[config.mk]
export PLATFORM = sky130hd
export DESIGN_NAME = fetch_unit
export DESIGN_NICKNAME = d
export VERILOG_FILES = /design/src/rtl/cpu_pkg.sv /design/src/rtl/fetch_next_pc.sv /design/src/rtl/fetch_unit.sv
export SDC_FILE = /design/constraint.sdc
export NUM_CORES = 1
export LEC_CHECK = 0
export CAP_MARGIN = 25
export CORE_ASPECT_RATIO = 1.25
export CORE_MARGIN = 3
export CORE_UTILIZATION = 44
export CTS_BUF_LIST = sky130_fd_sc_hd__clkbuf_4
export CTS_CLUSTER_DIAMETER = 60
export CTS_CLUSTER_SIZE = 25
export DETAILED_ROUTE_END_ITERATION = 16
export PLACE_DENSITY_LB_ADDON = 0.2
export SYNTH_ARGS = -nofsm -noshare
export SYNTH_HDL_FRONTEND = slang
export SYNTH_SLANG_ARGS = --single-unit
[constraint.sdc]
create_clock -name clk -period 3.2 [get_ports clk]
set_input_delay 0.64 -clock clk [delete_from_list [all_inputs] [get_ports clk]]
set_output_delay 0.64 -clock clk [all_outputs]
set_load 0.05 [all_outputs]
[src/rtl/cpu_pkg.sv]
// Shared CPU types: next-PC source selector, fetch FSM encoding, NOP constant.
package cpu_pkg;

  // Next-PC source, also driven by the control unit.
  typedef enum logic [1:0] {
    PC_PLUS4  = 2'b00,
    PC_BRANCH = 2'b01,
    PC_JAL    = 2'b10,
    PC_JALR   = 2'b11
  } pc_sel_e;

  // Fetch FSM encoding. FS_ERR is only reachable with misalignment checking built in.
  typedef enum logic [1:0] {
    FS_REQ  = 2'b00,
    FS_WAIT = 2'b01,
    FS_HOLD = 2'b10,
    FS_ERR  = 2'b11
  } fetch_state_e;

  // addi x0, x0, 0
  localparam logic [31:0] NOP_INSTR = 32'h0000_0013;

endpackage

[src/rtl/fetch_next_pc.sv]
// Combinational next-PC selection. All adders wrap modulo 2^32.
module fetch_next_pc
  import cpu_pkg::*;
(
  input  logic [31:0] pc,
  input  pc_sel_e     pc_sel,
  input  logic        branch_taken,
  input  logic [31:0] imm,
  input  logic [31:0] alu_result,
  output logic [31:0] next_pc
);

  logic [31:0] seq_pc;
  logic [31:0] rel_pc;

  // Sequential and PC-relative targets, then pick by source.
  always_comb begin
    seq_pc  = pc + 32'd4;
    rel_pc  = pc + imm;
    next_pc = seq_pc;
    case (pc_sel)
      PC_PLUS4:  next_pc = seq_pc;
      PC_BRANCH: next_pc = branch_taken ? rel_pc : seq_pc;
      PC_JAL:    next_pc = rel_pc;
      PC_JALR:   next_pc = alu_result & ~32'h0000_0001;
      default:   next_pc = seq_pc;
    endcase
  end

endmodule

[src/rtl/fetch_unit.sv]
// Instruction fetch unit: REQ -> WAIT -> HOLD loop against a single-request
// instruction memory, holding one instruction for decode until the control
// unit commits the next PC.
// Optional feature macro: FETCH_MISALIGN_CHECK_EN (misaligned target -> sticky
// error and ERR state; otherwise next_pc[1:0] is forced to 00).
//
// Handshake: imem_req is a one-cycle strobe with imem_addr valid in the same
// cycle; the memory answers with a one-cycle imem_valid pulse carrying
// imem_rdata one or more cycles later. imem_valid is only honoured in WAIT.
module fetch_unit
  import cpu_pkg::*;
#(
  parameter logic [31:0] RESET_PC = 32'h0000_0000
) (
  input  logic        clk,
  input  logic        rst_n,
  output logic        imem_req,
  output logic [31:0] imem_addr,
  input  logic        imem_valid,
  input  logic [31:0] imem_rdata,
  input  logic        pc_write,
  input  logic [1:0]  pc_sel,
  input  logic        branch_taken,
  input  logic        stall,
  input  logic [31:0] imm,
  input  logic [31:0] alu_result,
  output logic [31:0] instruction,
  output logic        instr_valid,
  output logic [31:0] pc,
  output logic [31:0] pc_plus4,
  output logic        misalign_err,
  output logic [1:0]  state_dbg
);

  localparam logic [1:0] S_REQ  = FS_REQ;
  localparam logic [1:0] S_WAIT = FS_WAIT;
  localparam logic [1:0] S_HOLD = FS_HOLD;
`ifdef FETCH_MISALIGN_CHECK_EN
  localparam logic [1:0] S_ERR  = FS_ERR;
`endif

  logic [1:0]  state;
  logic        armed;      // low for the first cycle after reset release
  logic [31:0] next_pc;
  logic        commit;

  fetch_next_pc u_next_pc (
    .pc           (pc),
    .pc_sel       (pc_sel_e'(pc_sel)),
    .branch_taken (branch_taken),
    .imm          (imm),
    .alu_result   (alu_result),
    .next_pc      (next_pc)
  );

  assign commit      = (state == S_HOLD) && pc_write && !stall;
  assign imem_req    = (state == S_REQ) && armed;
  assign imem_addr   = pc;
  assign instr_valid = (state == S_HOLD);
  assign pc_plus4    = pc + 32'd4;
  assign state_dbg   = state;

`ifdef FETCH_MISALIGN_CHECK_EN
  logic misalign_q;
  assign misalign_err = misalign_q;

  // Sticky misalignment flag, set when a commit targets an unaligned address.
  always_ff @(posedge clk or negedge rst_n) begin
    if (!rst_n)
      misalign_q <= 1'b0;
    else if (commit && (next_pc[1:0] != 2'b00))
      misalign_q <= 1'b1;
  end
`else
  assign misalign_err = 1'b0;
`endif

  // Fetch FSM, PC and instruction holding register.
  always_ff @(posedge clk or negedge rst_n) begin
    if (!rst_n) begin
      state       <= S_REQ;
      pc          <= RESET_PC;
      instruction <= NOP_INSTR;
      armed       <= 1'b0;
    end else begin
      armed <= 1'b1;
      case (state)
        S_REQ: begin
          if (armed) state <= S_WAIT;
        end
        S_WAIT: begin
          if (imem_valid) begin
            instruction <= imem_rdata;
            state       <= S_HOLD;
          end
        end
        S_HOLD: begin
          if (commit) begin
`ifdef FETCH_MISALIGN_CHECK_EN
            if (next_pc[1:0] != 2'b00) begin
              state <= S_ERR;
            end else begin
              pc    <= next_pc;
              state <= S_REQ;
            end
`else
            pc    <= next_pc & ~32'h0000_0003;
            state <= S_REQ;
`endif
          end
        end
`ifdef FETCH_MISALIGN_CHECK_EN
        S_ERR: begin
          state <= S_ERR;
        end
`endif
        default: state <= S_REQ;
      endcase
    end
  end

endmodule

After elaboration in Yosys (flattened, before gate mapping) --
Cells that the tools add are included.
Storage, ports and cells: register bits 65, output and inout port bits 133, logic and storage cells 29, input bits 104
Operators by class: mux-type cells 6, reductions and logical operators 9, eq/ne operators 8, add/sub/neg operators 2
Operators with widths (number):
- case mux 32 bit (4 select lines) | 1
- adder 32 x 3 -> 32 bit, second input constant | 1
- adder 32 bit | 1
- two-way mux 32 bit | 1
- == test 2 bit, second input constant | 3
- two-way mux 2 bit | 3
- case mux 2 bit (3 select lines) | 1
- == test 2 x 1 -> 1 bit, second input constant | 2
- logical NOT 2 bit | 2
- inequality test 2 bit, second input constant | 2
- AND reduction 2 bit | 2
- logical AND 1 bit | 3
- AND reduction 3 bit | 1
- inequality test 2 x 1 -> 1 bit, second input constant | 1
- logical NOT 1 bit | 1

Logic depth before layout (Yosys ltp) --
Gate-level depths: netlist of the first run.
depth in word-level cells 5, gate-level depth with buffers 11, depth with buffers taken out 11

Modules after synthesis --
From an unflattened synthesis of the first run, not the netlist that was laid out.
Unflattened totals: cells, all modules 718, area, all modules 6294.8 um2
By module, submodules not included:
- fetch_unit | cells an instance 266, seq. area each 1630.3 um2, area each 3268.1 um2, instances 1
- fetch_next_pc | cells an instance 452, seq. area each 0.0 um2, area each 3026.7 um2, instances 1

Worst setup path after synthesis of the first run --
OpenSTA, ideal clock, no wires.
path type register to output, from register pc[20] (netlist: imem_addr[20]), to output pc_plus4[30], buffers on the path 1, setup slack -0.056 ns, data arrival time 2.616 ns, data required time 2.560 ns, stages on the path, launching flop included 8, cell sequence dfrtp_1 clkbuf_1 and4_1 and3_1 and2_1 nand2_1 nor3_1 xor2_1
On the way: longest elaborated chain between the ends 1
RTL lines:
- from (decl) | line fetch_unit.sv:29 | output logic [31:0] pc,
- from (signal assigned) | line fetch_unit.sv:107 | pc <= next_pc & ~32'h0000_0003;
- adder 32 x 3 -> 32 bit | line fetch_unit.sv:60 | assign pc_plus4 = pc + 32'd4;
- to (decl) | line fetch_unit.sv:30 | output logic [31:0] pc_plus4,
Every way passes these cells.

Worst setup path in the final report of the first run --
from register pc[2] (netlist: imem_addr[2]), to output pc_plus4[30]
Same word-level chain as after synthesis.

==> flow_summary.toml, run 1 <==
[run_status]
status = "finished clean"

[sta]
report.final.slew_viol_count = 0
period_share_pct = 96.04
max_freq_ghz = 0.3254
min_period_ps = 3073
worst_slack_ps = 126.6
finalHoldViolCount = 0
setup_viol = 0
holdWs_ps = 243.1
slew-limit-headroom_pct = 53.66
setup-tns-final_ps = 0
skew_ps = 24.53
worst_slew_pin_slew_ps = 695.1

[logic_synthesis]
synth-async-reset-ratio_pct = 100.0
yosys_most_used_dff = "dfrtp_1"
ys_types = 66
syn_area_um2 = 5349
synth_top_area_share_pct = 29.01
yosys_warnings = 0
syn_inst = 597
seq_area_frac_synth_pct = 30.48
synth-seq-cells = 65
synth_edf_count = 0
ys_top_cells_by_area = "dfrtp_1, ha_1, mux2_2"
synth.avg_cell_area_um2 = 8.960
yosysTopAreaCell = "dfrtp_1"

[global_routing]
antenna_found_initial = 0
grt_pass1_wl_mm = 28.39
grt_usage_pct = 26.05
grt-ovfl-total = 0
grt_pass1_vias = 5630
grt_max_degree = 41

[clock_tree]
clock_sinks = 65
clk_pin_slew_worst_paths_ps = 120
cts_tree = "built"
cts_buffer_depth = 2
cts.hold.buffers_added = 0
clock_latency_ps = 430
cts-root-buf = "clkbuf_4"
htree_levels = 3
cts_made_buffers = 9

[route]
drc = 0
wl_per_cell_um = 18.42
ant_nets = 0
drt-total-wl_mm = 18.31
vias = 5552
drt_iter0_drc = 240
vias_per_cell = 5.586
dr.pass1.iters = 4

[placement]
io_buffers = 225
post-dp-hpwl_mm = 14.34
place_ws_ps = -225.7
place_area_um2 = 7989
place_congestion = 0.9257

[finish]
syn_to_final_growth_pct = 53.36
most-common-layout-cells = "clkdlybuf4s50_1, dfrtp_1, buf_4, nand2_1, nor2_1"
fin_area_um2 = 8203
drive_above_1_share_pct = 19.47
final_common_cell = "clkdlybuf4s50_1"
layout.nets = 962
final_core_util_pct = 69.95

[setup_path]
worstSetupEndpointType = "output pin"
slowest_delay_ps = 440
worstSetupPathType = "flip-flop to output pin"
cp_slowest_cell = "dfrtp_1"
crit_fanout = 6
cp_cell_sequence = "buf_4 > ha_1 > and3_2 > nand2_1 > nor3_4 > xor2_2 > buf_12"
worstSetupStartpointType = "flip-flop"
cp.arrival_ps = 2430
cp_data_required_time_ps = 2560

[power_and_ir_drop]
p_per_area_nw_per_um2 = 1297
peakVddDrop_uv = 858.8
leakagePower_nw = 3.432

[die]
io_pins = 237
die_x_um = 104.6
dieArea_um2 = 13520
fp.coreArea_um2 = 11730
placementRows = 44
start_util_pct = 45.61
die_h_um = 129.3

[job]
maxCapViolations = 0

[min_path]
hold_path.class = "input port to asynchronous set/reset pin"
-- layout make-up --
cell class	instances	area (um^2)
diodes	1	2.502
clock buffers	11	82.58
clock inverters	5	56.30
fillers	937	3523
inverters	12	45.04
multi-input cells	465	3382
flip-flops and latches	65	1637
well taps	161	201.4
repair buffers	274	2796
-- through the flow --
step | std cells | total power [mW]
detailed placement | 977 | 10.02
global placement | 977 | 9.880
finish | 994 | 10.64
global route | 993 | 11.17
floorplan | 603 | 7.265
CTS | 993 | 10.63
-- synthesized netlist by cell type, types with 3 or more instances --
library cell / n
o22ai_1: 3
nand3_1: 19
nor3_1: 12
inv_1: 12
o21a_1: 4
and3_1: 9
a31oi_1: 9
a21o_2: 3
buf_4: 38
nand2b_1: 7
o221ai_1: 3
nand4_1: 7
a21oi_1: 39
clkbuf_8: 4
xor2_1: 15
o211ai_1: 6
mux2i_1: 4
and2_1: 9
a21o_1: 7
dfstp_2: 3
and4_1: 5
dfrtp_1: 62
nand2_1: 46
o21ai_1: 3
o21ai_0: 35
a22oi_1: 8
ha_1: 30
a221oi_1: 19
clkbuf_1: 15
nor2b_1: 5
o21bai_1: 3
xnor2_1: 32
mux2_2: 32
nor2_1: 45
a2111oi_4: 3
-- logic make-up (layout without fill, tap and decap cells) --
group                      Yosys count  count (layout)  synth area share (%)
AOI/OAI and AO/OA                  165             165                 21.73
DFF                                 65              65                 30.48
xor gates and xnor gates            47              47                 7.696
buffers and inverters               73             302                 8.608
other                                2               9                0.1404
and+or+nand+nor                    178             178                 16.47
muxes                               36              36                 7.485
adders and majority gates           31              31                 7.392
-- what timing repair did --
item                                    4_1_cts  5_1_grt
resized for setup                             5       14
endpoints found under the setup margin        7       18
setup buffers                                 0        0
endpoints found under the hold margin         0        0
-- registers in the layout, indices dropped and copies added (netlist names) --
signal,cells
imem_addr,30
armed,1
state_dbg,2
instruction,32
-- worst paths after layout --
path	from	to	slack (ps)	depth (start not counted)
max in group asynchronous	rst_n	instruction[0]	2230	2
min in group clk	state_dbg[1]	state_dbg[0]	500	1
max	imem_addr[2]	pc_plus4[30]	130	7
max reg2reg	imem_addr[8]	imem_addr[31]	320	10
min	rst_n	imem_addr[27]	240	1
min reg2reg	state_dbg[1]	state_dbg[0]	500	1
-- metal layers --
metal | routed length, um | global-route usage [%] | vias up
li1 | - | - | 2597
met1 | 7047 | 29.92 | 2667
met2 | 9518 | 47.64 | 253
met3 | 1273 | 5.331 | 35
met4 | 468 | 10.42 | 0
met5 | 0 | 0 | -
-- worst max-delay path: cells and delay by family (launching register included) --
kind,cells,cell delay (ps)
xor+xnor,1,200
fa+ha+maj,1,230
buf+inv,2,350
flops,1,440
simple gates,3,790
-- report_power, final --
part,total [mW],switching [mW],internal [mW],leakage [nW]
logic,8.32,5.08,3.24,2.60
registers,1.75,0.507,1.24,0.755
clock network,0.573,0.319,0.254,0.0768
No activity file was read; power rests on OpenSTA's default activity.
==> inputs of run 2 (changes only) <==
--- a/config.mk
+++ b/config.mk
@@ -13,7 +13,7 @@
 export CTS_CLUSTER_DIAMETER = 60
 export CTS_CLUSTER_SIZE = 25
 export DETAILED_ROUTE_END_ITERATION = 16
-export PLACE_DENSITY_LB_ADDON = 0.2
+export PLACE_DENSITY = 0.84
 export SYNTH_ARGS = -nofsm -noshare
 export SYNTH_HDL_FRONTEND = slang
 export SYNTH_SLANG_ARGS = --single-unit
==> constraint.sdc (replaced) <==
create_clock -name clk -period 3.5 [get_ports clk]
set_input_delay 0.7 -clock clk [delete_from_list [all_inputs] [get_ports clk]]
set_output_delay 0.7 -clock clk [all_outputs]
set_load 0.05 [all_outputs]
==> run 2 against run 1 <==
Hold slack gained 64 ps. Critical path type unchanged. First-iteration DRC count grew 37%. Clock power shrank 21%. Design area shrank 5.5%. Sequential power shrank 9.7%. Highest routed layer unchanged. Combinational power shrank 14%. Via count is essentially flat. Sequential share of layout area grew 1.1 points. Worst setup slack gained 7.0 ps.
==> flow_summary.toml, run 2 (synthesis results as in run 1) <==
[clock_tree]
clk_pin_slew_worst_paths_ps = 130
cts_tree = "built"
cts_made_buffers = 9
clock_sinks = 65
htree_levels = 3
cts.hold.buffers_added = 0
cts_buffer_depth = 2
clock_latency_ps = 430
cts-root-buf = "clkbuf_4"
cts_setup_buffers = 0

[global_routing]
grt_pass1_vias = 5609
grt_max_degree = 39
grt-ovfl-total = 0
grt_usage_pct = 26.94
antenna_found_initial = 0
grt_pass1_wl_mm = 29.22

[die]
dieArea_um2 = 13520
io_pins = 237
start_util_pct = 45.61
fp.coreArea_um2 = 11730
placementRows = 44
die_h_um = 129.3
die_x_um = 104.6

[placement]
place_area_um2 = 7634
place_ws_ps = -44.42
placedCellCount = 959
post-dp-hpwl_mm = 14.64
place_congestion = 0.9083
io_buffers = 225

[sta]
setup_viol = 0
rsz0062_at_grt = "no"
max_freq_ghz = 0.2971
worst_slew_pin_slew_ps = 732.0
setup-tns-final_ps = 0
min_period_ps = 3366
skew_ps = 23.63
slew-limit-headroom_pct = 51.20
worst_slack_ps = 133.6
report.final.slew_viol_count = 0
period_share_pct = 96.18
finalHoldViolCount = 0
holdWs_ps = 306.8

[finish]
antennaDiodeCount = 0
most-common-layout-cells = "clkdlybuf4s50_1, dfrtp_1, nand2_1, buf_4, nor2_1"
final_common_cell = "clkdlybuf4s50_1"
fin_area_um2 = 7752
largest_register_ff_count = 32
syn_to_final_growth_pct = 44.94
final_cells = 975
layout.nets = 944
final_core_util_pct = 66.11
drive_above_1_share_pct = 14.74
regMostFlops = "instruction"

[setup_path]
worstSetupStartpointType = "flip-flop"
worstSetupPathType = "flip-flop to output pin"
cp.arrival_ps = 2670
crit_fanout = 8
cp_data_required_time_ps = 2800
worstSetupEndpointType = "output pin"
r2r-end = "imem_addr[22]"
worstReg2RegStart = "imem_addr[2]"
ff2ff_setup_slack_ps = 560
rr_worst_depth = 13

[power_and_ir_drop]
leakagePower_nw = 3.226
p_per_area_nw_per_um2 = 1189
peakVddDrop_uv = 718.1
p_total_mw = 9.219

[job]
maxCapViolations = 0

[route]
vias_per_cell = 5.695
drt-total-wl_mm = 18.70
vias = 5553
ant_nets = 0
drc = 0
drt_iter0_drc = 328
dr.pass1.iters = 5
wl_per_cell_um = 19.18

[min_path]
hold_path.class = "input port to asynchronous set/reset pin"

[run_status]
status = "finished clean"
[run 2: cell types whose count changed in the layout (fill, tap and decap cells not counted), moves of 2 or more]
cell            delta
buf_12            -16
xnor2_1            +7
dfrtp_2            -5
buf_4              -6
dfrtp_1            +5
dlymetal6s2s_1     +2
xor2_1             +3
xor2_2             -3
clkinv_2           +2
xnor2_2            -7
[run 2: final cells by class]
cell class                 instances  area (um^2)
multi-input combinational        465         3289
inverter                          12        45.04
tap                              161        201.4
clock inverter                     6        36.28
sequential                        65         1630
fill                             995         3974
timing repair buffer             256         2475
clock buffer                      10        75.07
[run 2: worst max-delay path, stage by stage (launching register included)]
cell	delay [ps]
dfrtp_1	530
and4_1	280
and4_1	360
xor2_1	230
clkdlybuf4s50_1	840
[run 2: power breakdown]
part	internal (mW)	switching (mW)	total, mW
combinational	2.61	4.58	7.19
sequential	1.13	0.450	1.58
clock	0.150	0.304	0.454
total	3.89	5.33	9.22
[run 2: repair_timing]
item                                    CTS  global route
cloned                                    0             0
endpoints found under the setup margin    2             3
resized for setup                         2             3
[run 2: how the worst max path moves through the flow]
stage | start | to | slack, ps | cells after the start
finish | imem_addr[5] | pc_plus4[9] | 130 | 4
global placement | imm[2] | imem_addr[30] | 20 | 12
CTS | imem_addr[5] | pc_plus4[11] | 10 | 5
floorplan | imem_addr[20] | pc_plus4[30] | 180 | 7
global route | imem_addr[3] | pc_plus4[18] | 4 | 6
detailed placement | imm[8] | imem_addr[31] | -40 | 11
[run 2: routing by layer]
layer / vias up / global-route usage, % / wire length, um
met5: - / 0 / 0
met2: 298 / 46.31 / 9081
met1: 2632 / 32.69 / 7527
li1: 2573 / - / -
met4: 0 / 12.43 / 635
met3: 50 / 5.531 / 1456
